[src/rtl/irq_ctrl_pkg.sv]
// irq_ctrl_pkg: shared FSM encoding, register map and CUR layout for irq_ctrl.
package irq_ctrl_pkg;

  typedef enum logic [1:0] {
    ST_IDLE    = 2'd0,
    ST_REQ     = 2'd1,
    ST_SERVICE = 2'd2
  } irq_state_e;

  // Register indices selected by Addr[3:2]
  localparam logic [1:0] REG_MASK = 2'd0;
  localparam logic [1:0] REG_PEND = 2'd1;
  localparam logic [1:0] REG_MODE = 2'd2;
  localparam logic [1:0] REG_CUR  = 2'd3;

  localparam int CUR_VALID_BIT = 31;
  localparam int CUR_ID_W      = 3;

  typedef struct packed {
    logic                valid;
    logic [CUR_ID_W-1:0] id;
  } cur_t;

endpackage

[src/rtl/irq_src_cell.sv]
// irq_src_cell: one interrupt source -- input sample, edge detect and the
// PEND bit with set-over-clear priority.
// Build option IRQ_CTRL_SYNC_EN adds a 2-flop synchronizer on the raw line.
module irq_src_cell
  import irq_ctrl_pkg::*;
(
  input  logic clk,
  input  logic reset,
  input  logic irq,      // raw line
  input  logic mode,     // 1 = edge, 0 = level
  input  logic w1c,      // software clear
  input  logic ack_hit,  // CP0 took this source
  output logic pend,
  output logic pend_d    // next-cycle PEND, lets the FSM see same-cycle drops
);

  logic irq_s, irq_q, set, clr;

`ifdef IRQ_CTRL_SYNC_EN
  logic [1:0] sync;
  // Two-stage synchronizer for asynchronous peripheral lines
  always_ff @(posedge clk or negedge reset)
    if (!reset) sync <= '0;
    else        sync <= {sync[0], irq};
  assign irq_s = sync[1];
`else
  assign irq_s = irq;
`endif

  // Ack only consumes edge-latched requests; level sources follow the line
  assign set    = mode ? (irq_s & ~irq_q) : irq_s;
  assign clr    = w1c | (ack_hit & mode);
  assign pend_d = set | (pend & ~clr);

  // Prior-cycle sample and pending bit
  always_ff @(posedge clk or negedge reset)
    if (!reset) begin
      irq_q <= 1'b0;
      pend  <= 1'b0;
    end else begin
      irq_q <= irq_s;
      pend  <= pend_d;
    end

endmodule

[src/rtl/irq_ctrl.sv]
// irq_ctrl: memory-mapped interrupt controller (MASK/PEND/MODE/CUR) with a
// single-request IDLE/REQ/SERVICE handshake towards CP0.
// Build option IRQ_CTRL_SYNC_EN synchronizes irq_in (edge->IntReq 4 cycles).
module irq_ctrl
  import irq_ctrl_pkg::*;
#(
  parameter int N_SRC = 6
) (
  input  logic             clk,
  input  logic             reset,
  input  logic [31:2]      Addr,
  input  logic             WE,
  input  logic [31:0]      Din,
  output logic [31:0]      Dout,
  input  logic [N_SRC-1:0] irq_in,
  input  logic             ack,
  input  logic             eret,
  output logic [N_SRC-1:0] HWInt,
  output logic             IntReq
);

  irq_state_e state, state_nxt;
  cur_t       cur, cur_nxt;

  logic [N_SRC-1:0]    mask, mode, mask_d;
  logic [N_SRC-1:0]    pend, pend_d, w1c, req_vec, id_hot, ack_hit;
  logic [1:0]          sel;
  logic                wr_mask, wr_pend, wr_mode, wr_cur, ack_take, cur_live;
  logic [CUR_ID_W-1:0] pri_id;

  // Upper address/data bits have no register behind them
  logic unused_bits;
  assign unused_bits = ^{Addr[31:4], Din[31:N_SRC]};

  assign sel     = Addr[3:2];
  assign wr_mask = WE && (sel == REG_MASK);
  assign wr_pend = WE && (sel == REG_PEND);
  assign wr_mode = WE && (sel == REG_MODE);
  assign wr_cur  = WE && (sel == REG_CUR);

  assign mask_d   = wr_mask ? Din[N_SRC-1:0] : mask;
  assign w1c      = wr_pend ? Din[N_SRC-1:0] : '0;
  assign ack_take = (state == ST_REQ) && ack;
  assign req_vec  = pend & mask;
  // Current request is still live after this cycle's writes/clears
  assign cur_live = |(mask_d & pend_d & id_hot);

  for (genvar i = 0; i < N_SRC; i++) begin : g_src
    assign id_hot[i]  = (cur.id == CUR_ID_W'(i));
    assign ack_hit[i] = ack_take & id_hot[i];

    irq_src_cell u_cell (
      .clk     (clk),
      .reset   (reset),
      .irq     (irq_in[i]),
      .mode    (mode[i]),
      .w1c     (w1c[i]),
      .ack_hit (ack_hit[i]),
      .pend    (pend[i]),
      .pend_d  (pend_d[i])
    );
  end

  // Lowest set index wins
  always_comb begin
    pri_id = '0;
    for (int i = N_SRC - 1; i >= 0; i--)
      if (req_vec[i]) pri_id = CUR_ID_W'(i);
  end

  // MASK/MODE registers
  always_ff @(posedge clk or negedge reset)
    if (!reset) begin
      mask <= '0;
      mode <= '0;
    end else begin
      mask <= mask_d;
      if (wr_mode) mode <= Din[N_SRC-1:0];
    end

  // FSM and CUR state register
  always_ff @(posedge clk or negedge reset)
    if (!reset) begin
      state <= ST_IDLE;
      cur   <= '0;
    end else begin
      state <= state_nxt;
      cur   <= cur_nxt;
    end

  // Next-state: one request in flight, no nesting
  always_comb begin
    state_nxt = state;
    cur_nxt   = cur;
    case (state)
      ST_IDLE:
        if (|req_vec) begin
          state_nxt     = ST_REQ;
          cur_nxt.valid = 1'b1;
          cur_nxt.id    = pri_id;
        end
      ST_REQ:
        if (ack) begin
          state_nxt = ST_SERVICE;
        end else if (!cur_live) begin
          state_nxt = ST_IDLE;
          cur_nxt   = '0;
        end
      ST_SERVICE:
        if (eret || wr_cur) begin
          state_nxt = ST_IDLE;
          cur_nxt   = '0;
        end
      default: begin
        state_nxt = ST_IDLE;
        cur_nxt   = '0;
      end
    endcase
  end

  // Register read mux
  always_comb begin
    Dout = '0;
    case (sel)
      REG_MASK: Dout[N_SRC-1:0] = mask;
      REG_PEND: Dout[N_SRC-1:0] = pend;
      REG_MODE: Dout[N_SRC-1:0] = mode;
      REG_CUR: begin
        Dout[CUR_VALID_BIT]  = cur.valid;
        Dout[CUR_ID_W-1:0]   = cur.id;
      end
      default: Dout = '0;
    endcase
  end

  assign HWInt  = req_vec;
  assign IntReq = (state == ST_REQ);

endmodule

[config.mk]
export PLATFORM = sky130hd
export DESIGN_NAME = irq_ctrl
export DESIGN_NICKNAME = d
export VERILOG_FILES = /design/src/rtl/irq_ctrl_pkg.sv /design/src/rtl/irq_src_cell.sv /design/src/rtl/irq_ctrl.sv
export SDC_FILE = /design/constraint.sdc
export NUM_CORES = 1
export LEC_CHECK = 0
export ABC_AREA = 1
export CAP_MARGIN = 15
export CORE_MARGIN = 10
export CORE_UTILIZATION = 40
export CTS_CLUSTER_SIZE = 20
export DETAILED_ROUTE_END_ITERATION = 12
export PLACE_DENSITY_LB_ADDON = 0.1
export SYNTH_ARGS = -nofsm -noshare
export SYNTH_HDL_FRONTEND = slang
export SYNTH_SLANG_ARGS = --single-unit
export TNS_END_PERCENT = 20
[constraint.sdc]
create_clock -name clk -period 2.35 [get_ports clk]
set_clock_uncertainty 0.2 [all_clocks]
set_input_delay 0.5875 -clock clk [delete_from_list [all_inputs] [get_ports clk]]
set_output_delay 0.5875 -clock clk [all_outputs]
set_load 0.005 [all_outputs]
== After elaboration in Yosys (flattened, before gate mapping) ==
Index checks and enable logic that the tools add are counted.

* Latch bits: 0
* Word-level logic and storage cells: 123
* ROM bits: 0
* Register bits: 30
* Memories: 0
* Memory bits (writable): 0
* Output and inout port bits: 39
* Input bits: 73

* Bitwise logic cells: 51
* Equal/unequal tests: 15
* Multiplexer cells: 27
* $lt $le $gt $ge: 0
* Shift-type cells: 0
* Reduce and logical (&&, ||, !) cells: 13
* Divide/modulo/power cells: 0
* Multipliers: 0
* Add/subtract/negate cells: 0

{| class="wikitable"
|+ Operators with widths
! cell !! count
|-
| 1-bit bitwise AND || 24
|-
| 6-bit bitwise AND || 3
|-
| 3-bit two-way mux || 6
|-
| 4-bit two-way mux || 4
|-
| 6-bit two-way mux || 2
|-
| 1-bit NOT || 12
|-
| 1-bit OR || 12
|-
| 3-bit case mux with 4 select lines || 1
|-
| 4-bit case mux with 3 select lines || 1
|-
| 6-bit OR reduction || 2
|-
| 3-bit case mux with 3 select lines || 1
|-
| 2-bit two-way mux || 4
|-
| 2-bit inequality test (second input constant) || 4
|-
| 1-bit two-way mux || 7
|-
| 2-bit equality test (second input constant) || 3
|-
| 3-bit by 2-bit equality test with 1-bit output (second input constant) || 2
|-
| 3-bit equality test (second input constant) || 2
|-
| 2-bit case mux with 3 select lines || 1
|-
| 1-bit logical AND || 5
|-
| 2-bit by 1-bit equality test with 1-bit output (second input constant) || 2
|-
| 2-bit zero test || 2
|-
| 4-bit AND reduction || 1
|-
| 3-bit by 1-bit equality test with 1-bit output (second input constant) || 1
|-
| 3-bit zero test || 1
|-
| 3 further kinds || 3
|}

== Longest topological paths before layout ==
Gate-level depths: netlist (run 1).

* Depth after elaboration: 14
* Depth in mapped cells: 15
* Mapped depth without buffers: 14

== Cells and area by module ==
Synthesis (run 1) repeated with hierarchy kept, for this count alone.

* Cells, all modules: 252
* Area total of the unflattened synthesis: 1,800.5 um^2

{| class="wikitable"
|+ By module, submodules not included
! module !! sequential area each (um^2) !! times used !! area each (um^2) !! cells an instance
|-
| irq_ctrl || 450.4 || 1 || 1,357.6 || 204
|-
| irq_src_cell || 50.0 || 6 || 73.8 || 8
|}

== Least setup slack after synthesis (run 1) ==
No wires, ideal clock.

* Path kind: in2out
* Start point: in Addr[2] (netlist bit)
* End point: out Dout[3]
* Stages on the path: 4
* Required time: 1.562 ns
* Path buffers: 1
* Arrival: 1.216 ns
* Setup slack: 0.347 ns
* Path through: buf_4 -> nor2_1 -> inv_1 -> o221ai_1

* Cells in the longest elaborated chain, start to end: 2
* Elaborated cells between the ends (all ways): 4
* Classes of those cells: eq/ne: 2; mux: 1; reduce/logical: 1

{| class="wikitable"
|+ Ends and longest elaborated chain
! element !! RTL line !! RTL
|-
| start, declared || irq_ctrl.sv:11 || <nowiki>input logic [31:2] Addr,</nowiki>
|-
| 2-bit equality test (tied with other cells) || irq_ctrl.sv:124 || <nowiki>case (sel)</nowiki>
|-
| 3-bit case mux with 3 select lines * || irq_ctrl.sv:124 ||
|-
| end, declared || irq_ctrl.sv:14 || <nowiki>output logic [31:0] Dout,</nowiki>
|}

Mark *: on every way between the ends. The rest lies on a longest branch, timed or not.

== Worst setup path in the final report (run 1) ==
Ends and elaborated chain as after synthesis.

==> impl_results.rst, run 1 <==
.. list-table::
   :header-rows: 1

   * - Metric
     - Value
   * - Outcome
     - completed
   * - Vertical extent of the die
     - 88.1 um
   * - Routed wire length
     - 4780 um
   * - Final core utilization
     - 56.2%
   * - Post-route cell area
     - 2480 um^2
   * - Global-route wire length before repair
     - 7710 um
   * - Area growth from synthesis to layout
     - 34.0%
   * - Die Width
     - 88.1 um
   * - Slowest cell delay on critical path
     - 0.23 ns
   * - Number of rows in the core area
     - 24
   * - Post-synth design cell area
     - approximately 1900 um^2
   * - Number of nets with antenna violations after routing
     - 0
   * - Number of ports placed on the die boundary
     - 112
   * - Maximum clock rate
     - between 400 and 500 MHz
   * - Routability-driven placement congestion ratio
     - a little over 0.8
   * - Post-route non-filler standard cell count
     - 372
   * - Commonest non-fill, non-tap cell in the layout
     - sky130_fd_sc_hd__nand2_1
   * - Overall global routing resource usage
     - 12.6%
   * - Worst reg2reg path depth
     - 11
   * - Synth top area share
     - between 40% and 50%
   * - Initial antenna violation count
     - 0
   * - Inserted Clock Buffers
     - 5
   * - Total power per unit cell area
     - 760 nW/um^2
   * - Post-detail-place hpwl
     - roughly 3800 um
   * - Filler instances
     - between 400 and 500
   * - Count of buffers inserted at the top-level ports
     - 32
   * - Gate Count Post-Synth
     - about 250
   * - Most used cells in the layout excluding fill and tap cells
     - 78 x sky130_fd_sc_hd__nand2_1, 40 x sky130_fd_sc_hd__inv_1, 30 x sky130_fd_sc_hd__dfrtp_1, 29 x sky130_fd_sc_hd__buf_4, 25 x sky130_fd_sc_hd__conb_1
   * - Setup TNS after final layout
     - 0 ns
   * - R2R Path End
     - cur[2]
   * - Clock latency on the worst-skew pair
     - 0.28 ns
   * - Overall via count from detail_route
     - 1647
   * - Hold endpoint
     - cur[3]
   * - Violation count after the first detailed-route iteration
     - 90
   * - Number of global-route vias before repair
     - 1588
   * - Type of the worst setup path
     - in -> out
   * - Worst Path Max Fanout
     - 6
   * - Crit path buffers/inverters
     - 4
   * - Worst-path clk slew
     - 0.06 ns
   * - Average instance area after synthesis
     - 7.30 um^2
   * - Clock buffer depth
     - 2
   * - Cell family contributing the most delay on the critical path
     - buffers and inverters
   * - TritonCTS clock tree
     - yes
   * - Final antenna diode count
     - 0
   * - CTS H-tree lvls
     - 2
   * - Sequential standard cell area
     - 751 um^2
   * - Placed instance count
     - 362
   * - Final setup violation count
     - 0
   * - Via density
     - 4.43
   * - Startpoint of the worst-slack reg-to-reg timing path
     - cur[2]
   * - GRT overflow
     - 0
   * - Cell types occupying the most area after synthesis
     - sky130_fd_sc_hd__dfrtp_1 41%, sky130_fd_sc_hd__nand2_1 16%, sky130_fd_sc_hd__buf_4 11%, sky130_fd_sc_hd__inv_1 8.3%, sky130_fd_sc_hd__nor2_1 3.8%
   * - Pin count of the biggest net entering global routing
     - 31
   * - Area taken by multi-input logic gates
     - 853 um^2
   * - Flip-flop and latch count after synthesis
     - 30
   * - Unrepaired setup endpoints after global routing
     - no
   * - Routed wirelength normalized by instance count
     - 12.8 um
   * - Clock root buffer master
     - sky130_fd_sc_hd__clkbuf_8
   * - Number of nets at the end of the flow
     - slightly below 400
   * - Leakage power total
     - 0.00134 uW
   * - Slack of the worst reg-to-reg path
     - 0.37 ns
   * - Seq/Total Area, Yosys
     - 40.5%
   * - Type of destination of the critical path
     - primary output
   * - Final worst-path cycle share
     - 95.8%
   * - Std-Cell Core Area
     - around 4400 um^2
   * - Path category of the worst min-delay check
     - reg -> reg
   * - Yosys warning count
     - 0
   * - Detailed-routing iteration count for the pre-antenna-repair pass
     - 4
   * - Total DRC errors in the routed layout
     - 0
   * - Max-slew violations
     - 0
   * - Ratio of cells with drive above 1 in the final layout
     - between 20% and 30%
   * - Type of origin of the critical path
     - input pin
   * - Maximum VDD drop
     - approximately 0.32 mV
   * - Number of cells on the worst hold path
     - 2
   * - Max_cap viols
     - 0
   * - TritonCTS Sinks
     - 30
   * - Synth area leader
     - sky130_fd_sc_hd__dfrtp_1
   * - Placed cell area
     - 2320 um^2
   * - Hold Crit Start
     - cur[3]
   * - Effective utilization at floorplan
     - 42.0%
   * - Crit path DAT
     - around 1.5 ns
   * - Cell at the slowest stage of the critical path
     - sky130_fd_sc_hd__clkdlybuf4s15_2
   * - Minimum period implied by the final worst setup slack
     - 2.25 ns
   * - Cell breakdown of the critical path
     - buf_2 > buf_4 > nor2_4 > inv_2 > o221ai_2 > clkdlybuf4s15_2
   * - Floorplan die area
     - 7750 um^2
   * - WP data required
     - 1.56 ns
   * - Final hold violations
     - 0
   * - Unique cell type count in the Yosys netlist
     - 23
## final cells by class
type	count	share of cell area (%)
Sequential cell	30	30.2
Multi-Input combinational cell	178	34.4
Inverter	41	6.20
Clock buffer	8	4.44
Tap cell	52	2.62
Timing Repair Buffer	63	22.1
## worst register-to-register path, stage by stage, from the launching register on
cell	delay, ns
sky130_fd_sc_hd__dfrtp_1	0.38
sky130_fd_sc_hd__buf_4	0.15
sky130_fd_sc_hd__nor3_1	0.34
sky130_fd_sc_hd__nand3_1	0.11
sky130_fd_sc_hd__nand2_1	0.11
sky130_fd_sc_hd__a21oi_1	0.08
sky130_fd_sc_hd__nor2_1	0.16
sky130_fd_sc_hd__nand2_1	0.09
sky130_fd_sc_hd__nand2_2	0.07
sky130_fd_sc_hd__nand2_2	0.07
sky130_fd_sc_hd__nand2_1	0.06
sky130_fd_sc_hd__nand2_1	0.05
## stage by stage
step / power, uW / hold WS [ns] / setup WS, ns
2_1_floorplan: 1090 / 0.0919 / 0.347
3_3_place_gp: 1390 / 0.257 / -0.682
3_5_place_dp: 1400 / 0.258 / -0.670
4_1_cts: 1870 / 0.274 / -0.0594
5_1_grt: 2030 / 0.326 / 0.00301
6_report: 1890 / 0.272 / 0.0987
## cells in the mapped netlist
library cell / instances
sky130_fd_sc_hd__nand2_1: 80
sky130_fd_sc_hd__buf_4: 27
sky130_fd_sc_hd__nor2_4: 2
sky130_fd_sc_hd__a21oi_1: 7
sky130_fd_sc_hd__a31oi_1: 1
sky130_fd_sc_hd__o21ai_2: 6
sky130_fd_sc_hd__nand2_4: 1
sky130_fd_sc_hd__buf_8: 1
sky130_fd_sc_hd__o221ai_1: 3
sky130_fd_sc_hd__nand2_2: 5
sky130_fd_sc_hd__o21ai_1: 1
sky130_fd_sc_hd__o2111ai_1: 2
sky130_fd_sc_hd__clkbuf_1: 1
sky130_fd_sc_hd__nand4_1: 6
sky130_fd_sc_hd__o211ai_1: 1
sky130_fd_sc_hd__dfrtp_1: 30
sky130_fd_sc_hd__o21ai_0: 5
sky130_fd_sc_hd__nand3_1: 8
sky130_fd_sc_hd__conb_1: 1
sky130_fd_sc_hd__a21oi_2: 1
sky130_fd_sc_hd__nor3_1: 5
sky130_fd_sc_hd__nor2_1: 19
sky130_fd_sc_hd__inv_1: 41
## registers in the layout, indices dropped and copies added, names as in the netlist
signal,cells
mode,6
mask,6
g_src.u_cell.pend,6
state,2
g_src.u_cell.irq_q,6
cur,4
## power by group
group / leakage [uW] / switching [uW] / internal, uW
sequential: 0.000339 / 72.8 / 612
combinational: 0.000939 / 395 / 323
clock: 0.0000575 / 189 / 295
total: 0.00134 / 656 / 1230
## worst max-delay path by stage
stage	start	endpoint	slack [ns]	cells past startpoint
after global placement	Addr[3]	Dout[2]	-0.68	7
after CTS	Addr[3]	Dout[4]	-0.06	6
after global routing	WE	cur[2]	0.003	14
final	Addr[2]	Dout[3]	0.1	6
after detailed placement	Addr[2]	Dout[1]	-0.67	6
after floorplan	Addr[2]	Dout[3]	0.35	4
## routing by layer
metal	wire (um)	vias to the layer above	GRT usage, %
li1	-	864	-
met3	479	5	4.55
met4	53	0	3.71
met2	2070	54	19.3
met5	0	-	0
met1	2170	724	16.4
## kinds of logic after synthesis
kind of cell	share of synthesized area [%]
AOI/OAI and AO/OA	9.93
and+or+nand+nor	29.1
DFF	40.5
buffers and inverters	20.3
other	0.202
## timing repair
item	in CTS	in global routing
buffers inserted	0	2
pin swaps	1	3
setup endpoints to repair	12	11
hold buffers	0	0
resized for setup	30	12
(Power assumes the default switching activity.)
==> run 2, diff against run 1 <==
CTS_CLUSTER_SIZE = 40   (was 20)
==> results of run 2 <==
Final layout, timing and power as in run 1 (identical DEF).
